[src/rtl/lock_pkg.sv]
// Shared digital-lock definitions: key codes, entry FSM encoding and default code length.
package lock_pkg;

   localparam int unsigned DIGITS_DEFAULT = 4;

   localparam logic [3:0] KEY_CLEAR = 4'hA;
   localparam logic [3:0] KEY_ENTER = 4'hB;
   localparam logic [3:0] KEY_BKSP  = 4'hC;

   typedef enum logic [1:0] {
      ST_IDLE    = 2'd0,
      ST_COLLECT = 2'd1,
      ST_SUBMIT  = 2'd2,
      ST_WAIT    = 2'd3
   } entry_state_e;

   function automatic logic is_digit(input logic [3:0] k);
      return k <= 4'h9;
   endfunction

endpackage

[src/rtl/entry_timer.sv]
// Inactivity down-counter: reloads on restart, counts while running, flags zero as expiry.
module entry_timer #(
   parameter int unsigned CYCLES = 1000
) (
   input  logic clk,
   input  logic rst,
   input  logic restart_i,
   input  logic run_i,
   output logic expire_o
);

   localparam int unsigned CW = (CYCLES > 2) ? $clog2(CYCLES) : 1;
   localparam logic [CW-1:0] LOAD = CW'(CYCLES - 1);

   logic [CW-1:0] cnt_q;

   always_ff @(posedge clk) begin
      if (rst) begin
         cnt_q <= LOAD;
      end else if (restart_i) begin
         cnt_q <= LOAD;
      end else if (run_i && (cnt_q != '0)) begin
         cnt_q <= cnt_q - CW'(1);
      end
   end

   // Expiry is a decode of the counter register only; the caller qualifies it.
   assign expire_o = (cnt_q == '0);

endmodule

[src/rtl/keypad_entry.sv]
// Keypad entry stage: collects digits, edits, and hands a full code to the lock control path.
// Optional inactivity timeout is enabled by defining KEYPAD_TIMEOUT_EN.
module keypad_entry
   import lock_pkg::*;
#(
   parameter int unsigned DIGITS      = DIGITS_DEFAULT,
   parameter int unsigned TIMEOUT_CYC = 1000
) (
   input  logic                         clk,
   input  logic                         rst,
   input  logic                         key_valid,
   input  logic [3:0]                   key_code,
   input  logic                         done,
   output logic                         start,
   output logic [4*DIGITS-1:0]          code,
   output logic [$clog2(DIGITS+1)-1:0]  digit_count,
   output logic                         ready,
   output logic                         entry_err,
   output logic                         timeout
);

   localparam int unsigned CODE_W = 4 * DIGITS;
   localparam int unsigned CNT_W  = $clog2(DIGITS + 1);

   entry_state_e      state_q, state_d;
   logic [CODE_W-1:0] code_q, code_d;
   logic [CNT_W-1:0]  count_q, count_d;
   logic              start_q, ready_q, ready_d;
   logic              err_q, err_d, tmo_q, tmo_d;
   logic              key_acc;
   logic              expire;

   assign key_acc = key_valid && ready_q;

`ifdef KEYPAD_TIMEOUT_EN
   logic timer_zero;

   entry_timer #(
      .CYCLES (TIMEOUT_CYC)
   ) u_timer (
      .clk       (clk),
      .rst       (rst),
      .restart_i (key_acc),
      .run_i     (state_q == ST_COLLECT),
      .expire_o  (timer_zero)
   );

   // An accepted key on the expiry cycle wins over the timeout.
   assign expire = (state_q == ST_COLLECT) && !key_acc && timer_zero;
`else
   logic unused_timeout_cyc;
   assign unused_timeout_cyc = ^TIMEOUT_CYC;
   assign expire             = 1'b0;
`endif

   // Next-state and datapath update.
   always_comb begin
      state_d = state_q;
      code_d  = code_q;
      count_d = count_q;
      err_d   = 1'b0;
      tmo_d   = 1'b0;
      case (state_q)
         ST_IDLE, ST_COLLECT: begin
            if (key_acc) begin
               if (is_digit(key_code)) begin
                  if (count_q < CNT_W'(DIGITS)) begin
                     code_d  = CODE_W'({code_q, key_code});
                     count_d = count_q + CNT_W'(1);
                     state_d = ST_COLLECT;
                  end
               end else if (key_code == KEY_BKSP) begin
                  if (count_q != '0) begin
                     code_d  = code_q >> 4;
                     count_d = count_q - CNT_W'(1);
                     if (count_q == CNT_W'(1)) state_d = ST_IDLE;
                  end
               end else if (key_code == KEY_CLEAR) begin
                  code_d  = '0;
                  count_d = '0;
                  state_d = ST_IDLE;
               end else if (key_code == KEY_ENTER) begin
                  if (count_q == CNT_W'(DIGITS)) begin
                     state_d = ST_SUBMIT;
                  end else begin
                     err_d   = 1'b1;
                     code_d  = '0;
                     count_d = '0;
                     state_d = ST_IDLE;
                  end
               end
            end else if (expire) begin
               tmo_d   = 1'b1;
               code_d  = '0;
               count_d = '0;
               state_d = ST_IDLE;
            end
         end
         ST_SUBMIT: state_d = ST_WAIT;
         ST_WAIT: begin
            if (done) begin
               code_d  = '0;
               count_d = '0;
               state_d = ST_IDLE;
            end
         end
         default: state_d = ST_IDLE;
      endcase
      ready_d = ((state_d == ST_IDLE) || (state_d == ST_COLLECT)) && !done;
   end

   always_ff @(posedge clk) begin
      if (rst) begin
         state_q <= ST_IDLE;
         code_q  <= '0;
         count_q <= '0;
         start_q <= 1'b0;
         ready_q <= !done;
         err_q   <= 1'b0;
         tmo_q   <= 1'b0;
      end else begin
         state_q <= state_d;
         code_q  <= code_d;
         count_q <= count_d;
         start_q <= (state_q == ST_SUBMIT);
         ready_q <= ready_d;
         err_q   <= err_d;
         tmo_q   <= tmo_d;
      end
   end

   assign start       = start_q;
   assign code        = code_q;
   assign digit_count = count_q;
   assign ready       = ready_q;
   assign entry_err   = err_q;
   assign timeout     = tmo_q;

endmodule

[config.mk]
export PLATFORM = sky130hd
export DESIGN_NAME = keypad_entry
export DESIGN_NICKNAME = d
export VERILOG_FILES = /design/src/rtl/lock_pkg.sv /design/src/rtl/entry_timer.sv /design/src/rtl/keypad_entry.sv
export SDC_FILE = /design/constraint.sdc
export NUM_CORES = 1
export LEC_CHECK = 0
export CORE_MARGIN = 2
export CORE_UTILIZATION = 52
export CTS_BUF_LIST = sky130_fd_sc_hd__clkbuf_4 sky130_fd_sc_hd__clkbuf_8 sky130_fd_sc_hd__clkbuf_16
export CTS_CLUSTER_SIZE = 24
export DETAILED_ROUTE_END_ITERATION = 6
export GPL_TIMING_DRIVEN = 1
export PLACE_DENSITY = 0.92
export SLEW_MARGIN = 20
export SYNTH_ARGS = -nofsm -noshare
export SYNTH_HDL_FRONTEND = slang
export SYNTH_SLANG_ARGS = --single-unit
export TNS_END_PERCENT = 1
[constraint.sdc]
create_clock -name clk -period 3 [get_ports clk]
set_input_delay 0.9 -clock clk [delete_from_list [all_inputs] [get_ports clk]]
set_output_delay 0.9 -clock clk [all_outputs]
set_load 0.01 [all_outputs]
==> results by group, run 1 <==
Clocking
  – Post-CTS Setup Bufs: 0
  – Cts hold-fix bufs: 0
  – Worst-skew pair later-pin latency: ~0.34 ns
  – CTS tree: done
  – Reg clk slew, reported paths: between 0.1 and 0.15 ns
  – Post_cts resized: 0
  – Sink Count: 24
  – H-tree depth: 1
  – Clock Path Buffers: 2
  – Root buf cell: clkbuf_4
  – CTS Buf Count: 3

Power and ir drop
  – Register share of total power: 0.479
  – Net Sw Frac: 0.2722
  – Final Power: between 700 and 800 uW
  – P_int: about 540 uW
  – Leakage: 0.0006114 uW
  – Power Density: approximately 450 mW/mm2
  – Comb pwr share: 0.195
  – Reported net switching power: about 200 uW
  – Max rail drop VDD: slightly above 0.4 mV
  – Clock group share of total power: 0.326

Yosys
  – Share of the synthesized area in the top cell type: 0.3761
  – Synthesized area: around 0.0013 mm2
  – Post-synth cell types: 45
  – Syn nets: roughly 160
  – YS warnings: 0
  – Ys flop type: dfxtp_1
  – EDFF count, synth: 0
  – Most frequent cell after synthesis: dfxtp_1
  – Cells after Synth: ~140
  – Sequential fraction of the synthesis area: 0.3761
  – Post-synth top cells: dfxtp_1 (24), nor2_1 (13), nor3_1 (13)
  – Synth area leaders: dfxtp_1 (38%), nor3_1 (5.1%), a221oi_2 (4.7%)
  – Asr flop ratio synth: 0
  – Mean Syn Cell Area: between 8 and 9 um2
  – Post-synth top area cell: dfxtp_1
  – Yosys reg bits: 24

Critical path
  – Reg2Reg Setup Slack: 0.73 ns
  – Worst Path Arrival: a little under 3 ns
  – Critical R2R Launch: digit_count[0]$_SDFFE_PP0P_
  – Critical path type: input port to register
  – R2R cell count: 8
  – CP startpoint: key_code[1]
  – Worst Setup End Kind: register
  – CP Max Fanout: 7
  – CP Launch Type: input port
  – Worst R2R End: code[8]$_SDFFE_PP0P_
  – Worst Path Required: about 3.3 ns

Cells and area
  – Fin nets: between 150 and 200
  – Area of the multi-input gates: 706.9 um2
  – Final non-filler cell total: ~200
  – Filler instances: around 170
  – N_diodes: 0
  – FF+latch area: 480.5 um2
  – Share of cells above drive strength 1: 0.1228
  – Area growth syn-to-layout: 27.82%

Floorplan
  – Die W: ~54 um
  – Initial core utilization: 0.5613
  – Row cnt: 17
  – Core footprint: 0.002276 mm2
  – Die Y: between 50 and 60 um
  – Boundary pin count: 31
  – Die Area: 0.002869 mm2

Timing
  – Final period demand of the worst path: 2.695 ns
  – Max Slew Vio Count: 0
  – Setup Skew: approximately 0.011 ns
  – FMAX: between 300 and 400 MHz
  – Slew @ Worst Pin: 0.8336 ns
  – Final setup viols: 0
  – RSZ-0062 raised after global routing: no
  – TNS Setup: 0 ns
  – Final-report hold violation count: 0
  – Hold slack: slightly above 0.5 ns
  – Final period util: 0.8984
  – Slew Limit Headroom: 0.4392

Hold path
  – WHS Path Cells: 2
  – Hold EP: code[1]$_SDFFE_PP0P_
  – HP Class: register to register
  – Hold path start: code[1]$_SDFFE_PP0P_

Drt
  – First DRT Iteration DRCs: 66
  – Drt via density: between 6 and 7
  – Final ANT Viol Nets: 0
  – First drt pass iteration count: 4
  – WL final: approximately 3.5 mm
  – DR vias: 1256
  – Routed length per instance: between 15 and 20 um
  – DR DRC count: 0

Placed design
  – Inst Count DP: around 200
  – Port-buffer cells: 29
  – Placer's final routability congestion estimate: 0.9690
  – Post-DP HPWL: between 2 and 2.5 mm

Run
  – Max cap viols: 0

Status
  – Status: complete, no violations

Global routing
  – Tot GR Track Use: 0.2774
  – Grt ovf: 0
  – Largest net degree at the start of global routing: 17
  – Number of global-route vias before repair: between 1k and 1.5k
  – First-pass GRT wire length: roughly 5.7 mm
  – Initial antenna violation count: 0
==> layout by cell type, fill, tap and decap left out, types with 2 or more instances in the layout <==
cell,instances
dfxtp_1,24
clkdlybuf4s50_1,29
nand4_1,3
a22o_1,5
ha_1,4
a221oi_1,5
a221oi_2,4
nand2_1,10
a21oi_1,4
nand3_1,6
nor4_1,2
nor2_1,13
clkbuf_4,3
o21ai_1,2
inv_1,8
nor3_1,13
buf_4,5
nand3b_1,4
==> per-stage QoR <==
step                      cell area (um2)  utilization  setup slack (ns)
after detailed placement             1580       0.6943           0.02409
after global placement               1580       0.6943           0.09095
final                                1633       0.7174            0.3049
after CTS                            1633       0.7174            0.3587
after floorplan                      1277            -            0.8068
after global routing                 1633       0.7174            0.2163
==> worst max path at each step <==
| stage | endpoint | depth (start not counted) |
|---|---|---|
| after global placement | code[8]$_SDFFE_PP0P_ | 7 |
| after CTS | code[8]$_SDFFE_PP0P_ | 7 |
| after global routing | code[8]$_SDFFE_PP0P_ | 7 |
| after detailed placement | code[9]$_SDFFE_PP0P_ | 7 |
| final | code[8]$_SDFFE_PP0P_ | 7 |
| after floorplan | code[0]$_SDFFE_PP0P_ | 7 |
==> state kept, by name, indices dropped and copies added (netlist names), named ones only <==
signal,flops
code,16
digit_count,3
entry_err,1
ready,1
start,1
state_q,1
==> cell families after synthesis <==
group                      Yosys count  synth area share
and+or+nand+nor                     58            0.2312
AOI/OAI and AO/OA                   37            0.2723
DFF                                 24            0.3761
buffers and inverters               18           0.07051
adders and majority gates            4           0.03918
muxes                                1          0.007836
other                                1          0.002935
==> cell type report <==
class,instances,area share
multi-input cells,101,0.4329
well taps,28,0.02146
clock buffers,3,0.01379
inverters,8,0.01839
clock inverters,1,0.01839
repair buffers,34,0.2008
flip-flops and latches,24,0.2943
==> worst max-delay path, cell delays in order <==
cell             delay [ns]
clkdlybuf4s50_1        0.61
o21a_1                 0.33
o21ai_2                0.12
o31ai_2                0.55
buf_4                  0.26
nor2_1                 0.04
nor3_1                 0.13
==> power groups by stage <==
stage	Sequential (uW)	Clock [uW]	Combinational, uW
floorplan	361	0	81.0
detailed placement	360	0	142
CTS	353	243	143
global route	356	254	157
finish	353	240	144
global placement	359	0	137
==> layer usage <==
metal | part of all wire | vias up | GRT usage
li1 | - | 588 | -
met1 | 0.41 | 587 | 0.3276
met2 | 0.49 | 70 | 0.4671
met3 | 0.080 | 11 | 0.07500
met4 | 0.020 | 0 | 0.1282
met5 | 0 | - | 0
Power figures use the tool's default switching activity.
==> run 2: changes to the inputs <==
Settings changed: CORE_UTILIZATION 52 to 40, PLACE_DENSITY 0.92 to 0.76.
==> run 2 against run 1 <==
  * Maximum frequency is 11% higher
  * Clock power about the same
  * Flip-flop and latch count unchanged
  * Utilization down 17 points
  * Highest routed layer unchanged
  * Largest cell class unchanged
==> results by group, run 2 (synthesized netlist as in run 1, its figures left out) <==
Cells and area
  – Commonest non-fill, non-tap cell in the layout: clkdlybuf4s50_1
  – Post-layout instance area: roughly 0.0017 mm2
  – N_diodes: 0
  – Area growth syn-to-layout: 30.56%
  – Share of cells above drive strength 1: 0.1329
  – Fin nets: around 190
  – Filler instances: about 300
  – Max reg flops: 16
  – Highest-count cells in the layout ignoring fill and taps: clkdlybuf4s50_1 (29), dfxtp_1 (24), nor2_1 (13), nor3_1 (13), nand2_1 (10)

Global routing
  – First-pass GRT wire length: between 5 and 6 mm
  – Grt ovf: 0
  – GR Layer Usage met2: 0.2904
  – Initial antenna violation count: 0
  – Number of global-route vias before repair: 1087
  – M1 GR Usage: 0.2621
  – Busiest grt layer: met2
  – Global Route met3 Usage: 0.02559
  – Tot GR Track Use: 0.1875
  – Largest net degree at the start of global routing: 16

Clocking
  – Root buf cell: clkbuf_4
  – Post-CTS Setup Bufs: 0
  – CTS tree: done
  – Post_cts resized: 0
  – Worst-skew pair later-pin latency: around 0.32 ns
  – Reg clk slew, reported paths: 0.14 ns
  – CTS Buf Count: 3
  – Clock Path Buffers: 2
  – Sink Count: 24
  – H-tree depth: 1
  – Cts hold-fix bufs: 0

Timing
  – Final period demand of the worst path: about 2.4 ns
  – Slew Limit Headroom: 0.6445
  – TNS Setup: 0 ns
  – Final-report hold violation count: 0
  – Slew @ Worst Pin: roughly 0.53 ns
  – Final setup viols: 0
  – FMAX: approximately 410 MHz
  – RSZ-0062 raised after global routing: no
  – Final period util: 0.8089
  – Max Slew Vio Count: 0
  – Setup Skew: between 0.007 and 0.008 ns

Critical path
  – Worst Path Required: ~3.2 ns
  – CP startpoint: key_code[1]
  – Worst Setup End Kind: register
  – Critical path type: input port to register
  – CP Max Fanout: 15
  – Critical R2R Launch: digit_count[0]$_SDFFE_PP0P_
  – Worst Path Arrival: around 2.6 ns
  – CP Launch Type: input port
  – Reg2Reg Setup Slack: 0.94 ns

Hold path
  – HP Class: register to register
  – Hold path start: code[1]$_SDFFE_PP0P_

Placed design
  – Post-DP HPWL: ~2.4 mm
  – Area post-placement: approximately 0.0016 mm2
  – Port-buffer cells: 29
  – Placer's final routability congestion estimate: slightly above 0.9

Power and ir drop
  – Power Density: between 400 and 500 mW/mm2
  – Leakage: roughly 0.00062 uW
  – Max rail drop VDD: between 0.15 and 0.2 mV

Run
  – Max cap viols: 0

Drt
  – WL final: 3.222 mm
  – Final ANT Viol Nets: 0
  – Routed length per instance: roughly 15 um
  – DR DRC count: 0
  – DR vias: about 1.2k
  – Drt via density: around 5.6
  – First DRT Iteration DRCs: 89
  – First drt pass iteration count: 4

Floorplan
  – Die Y: 60.51 um
  – Die Area: approximately 0.0037 mm2
  – Boundary pin count: 31
  – Row cnt: 20
  – Core footprint: 0.003053 mm2
  – Initial core utilization: 0.4184
  – Die W: 60.51 um

Status
  – Status: complete, no violations
==> run 2: cell types whose count changed in the layout (fill, tap and decap cells not counted) <==
cell / previous run / this run
buf_4: 5 / 7
==> run 2: cell type report <==
| cell class | count | area, um2 | share of cell area |
|---|---|---|---|
| inverters | 8 | 30.03 | 0.01800 |
| clock buffers | 3 | 22.52 | 0.01350 |
| multi-input cells | 101 | 706.9 | 0.4239 |
| flip-flops and latches | 24 | 480.5 | 0.2881 |
| well taps | 44 | 55.05 | 0.03301 |
| repair buffers | 36 | 342.8 | 0.2056 |
| clock inverters | 1 | 30.03 | 0.01800 |
==> run 2: worst max-delay path, stage by stage <==
cell and delay [ns]:
clkdlybuf4s50_1 0.60, o21a_1 0.31, o21ai_2 0.11, o31a_4 0.37, a221oi_1 0.27, a211oi_2 0.08
==> run 2: final timing paths <==
check	to	cells after the start
setup / recovery	code[7]$_SDFFE_PP0P_	6
hold / removal	code[1]$_SDFFE_PP0P_	2
setup reg to reg	code[7]$_SDFFE_PP0P_	7
hold reg to reg	code[1]$_SDFFE_PP0P_	2
==> run 2: layer usage <==
layer	part of all wire	vias to the layer above
li1	-	594
met1	0.45	568
met2	0.47	42
met3	0.069	2
met4	0.0084	0
met5	0	-
==> run 2: through the flow <==
stage	hold slack (ns)	setup slack (ns)	instances	power [uW]	utilization
finish	0.5156	0.5733	217	735.8	0.5463
global route	0.5387	0.4894	217	767.0	0.5463
CTS	0.5170	0.5857	217	740.6	0.5463
detailed placement	0.4967	0.2249	213	502.0	0.5291
global placement	0.4894	0.2438	213	499.6	0.5291
floorplan	0.5064	0.8068	143	441.9	-
==> run 2: power breakdown <==
part,leakage [uW],switching [uW],internal (uW)
sequential,0.000195,19.3,334
combinational,0.000398,74.6,69.2
clock,0.0000279,104,135
total,0.000622,198,538
==> run 3: changes to the inputs <==
Settings changed: PLACE_DENSITY 0.76 to 0.78.
Clock period 3 ns to 2 ns, I/O delays scaled along.
==> run 3 against run 2 <==
  * Sequential power rose by 50%
  * Non-clock buffer count grew 21
  * Combinational power rose by 82%
==> results by group, run 3 (synthesized netlist as in run 1, its figures left out) <==
Status
  – Status: complete, no violations

Cells and area
  – N_diodes: 0
  – Fin nets: about 210
  – Highest-count cells in the layout ignoring fill and taps: clkdlybuf4s50_1 (28), buf_4 (28), dfxtp_1 (22)
  – Area growth syn-to-layout: 46.52%
  – Final Util: 0.6131
  – Post-layout instance area: roughly 0.0019 mm2
  – Share of cells above drive strength 1: 0.2680
  – Max reg flops: 16

Clocking
  – H-tree depth: 1
  – CTS tree: done
  – Sink Count: 24
  – Clock Path Buffers: 2
  – Root buf cell: clkbuf_4
  – Reg clk slew, reported paths: about 0.14 ns
  – Cts hold-fix bufs: 0
  – CTS Buf Count: 3
  – Worst-skew pair later-pin latency: 0.33 ns

Placed design
  – Post-DP HPWL: between 2 and 3 mm
  – Port-buffer cells: 29
  – Area post-placement: approximately 0.0018 mm2
  – Placer's final routability congestion estimate: 0.9587

Critical path
  – Sequence of cells on the critical path: clkdlybuf4s50_1 -> nand2_2 -> nor3_1 -> a21boi_4 -> a221oi_1 -> nor3_1
  – Worst Path Arrival: between 2 and 2.5 ns
  – Critical path type: input port to register
  – Bufs and invs on worst path: 1
  – Worst Path Required: 2.26 ns
  – Critical R2R Launch: digit_count[1]$_SDFFE_PP0P_
  – Worst Setup End Kind: register
  – CP startpoint: key_code[3]
  – CP max-delay cell: clkdlybuf4s50_1
  – CP Launch Type: input port
  – Reg2Reg Setup Slack: about 0.090 ns
  – Max stage delay on crit path: between 0.5 and 0.6 ns
  – Worst path top cell family by delay: buffers and inverters
  – R2R cell count: 7
  – Worst R2R End: code[8]$_SDFFE_PP0P_
  – CP Max Fanout: 9
  – Most used cell, CP: nor3_1

Global routing
  – Tot GR Track Use: 0.2085
  – Largest net degree at the start of global routing: 15
  – First-pass GRT wire length: 5.754 mm
  – Initial antenna violation count: 0
  – Number of global-route vias before repair: around 1.3k
  – Grt ovf: 0

Power and ir drop
  – Clock group share of total power: 0.315
  – Reported net switching power: around 320 uW
  – Register share of total power: 0.459
  – Comb pwr share: 0.226
  – Max rail drop VDD: about 0.29 mV
  – Net Sw Frac: 0.2740
  – P_int: ~840 uW
  – Leakage: around 0.00075 uW
  – Power Density: ~620 mW/mm2

Timing
  – Final period util: 0.9864
  – Final setup viols: 0
  – Setup Skew: about 0.0035 ns
  – TNS Setup: 0 ns
  – Final-report hold violation count: 0
  – Max Slew Vio Count: 0
  – FMAX: roughly 510 MHz
  – RSZ-0062 raised after global routing: yes
  – Final period demand of the worst path: 1.973 ns

Drt
  – WL final: 3.519 mm
  – Routed length per instance: ~15 um
  – Drt via density: between 5 and 6
  – DR DRC count: 0
  – First drt pass iteration count: 4
  – DR vias: about 1.3k
  – Final ANT Viol Nets: 0
  – First DRT Iteration DRCs: 37

Hold path
  – Hold path start: code[2]$_SDFFE_PP0P_
  – HP Class: register to register
  – WHS Path Cells: 2
  – Hold EP: code[2]$_SDFFE_PP0P_

Floorplan
  – Core footprint: between 0.003 and 0.004 mm2
  – Die Area: roughly 0.0037 mm2
  – Die Y: 60.51 um
  – Boundary pin count: 31
  – Row cnt: 20
  – Initial core utilization: 0.4184
  – Die W: between 60 and 70 um

Run
  – Max cap viols: 0
run 3: timing repair:
item                       in CTS  in global routing
setup endpoints to repair      12                 19
gates resized for setup         6                  6
setup buffers                   0                  0
run 3: worst max-delay path by stage:
stage | end | slack, ns | depth (start not counted)
after floorplan | code[0]$_SDFFE_PP0P_ | 0.07 | 8
after global placement | code[15]$_SDFFE_PP0P_ | -0.43 | 7
after detailed placement | code[7]$_SDFFE_PP0P_ | -0.41 | 6
after CTS | code[2]$_SDFFE_PP0P_ | 0.01 | 7
after global routing | code[8]$_SDFFE_PP0P_ | -0.04 | 6
final | code[9]$_SDFFE_PP0P_ | 0.03 | 6
run 3: per-layer routing:
| layer | wire length, um | global-route usage |
|---|---|---|
| met2 | 1665 | 0.3245 |
| met5 | 0 | 0 |
| met1 | 1599 | 0.2814 |
| met4 | 76 | 0.1025 |
| met3 | 177 | 0.03412 |
run 3: worst reg2reg max path, cell delays in order, from the launching register on:
cell and delay, ns:
dfxtp_1 0.39, inv_1 0.07, ha_1 0.19, nor2b_1 0.15
o21ba_2 0.24, o31a_4 0.44, a221oi_1 0.24, nor3_1 0.08
run 3: power groups by stage:
stage / clock, uW / combinational (uW) / sequential (uW)
2_1_floorplan: 0 / 121 / 541
3_3_place_gp: 0 / 247 / 536
3_5_place_dp: 0 / 251 / 538
4_1_cts: 371 / 258 / 529
5_1_grt: 387 / 283 / 535
6_report: 364 / 262 / 530
run 3: cell type report:
type,count,area [um2]
timing repair buffer,57,503.0
clock buffer,3,22.52
sequential,24,483.0
multi-input combinational,101,748.2
clock inverter,1,30.03
fill,281,1181
tap,44,55.05
inverter,8,30.03
run 3: through the flow:
stage	worst slack [ns]	hold slack, ns	instances	total power, uW
2_1_floorplan	0.07331	0.5064	143	662.8
3_3_place_gp	-0.4262	0.4884	234	783.2
3_5_place_dp	-0.4066	0.4892	234	788.9
4_1_cts	0.01197	0.5178	238	1159
5_1_grt	-0.03913	0.5416	238	1205
6_report	0.02720	0.5226	238	1156
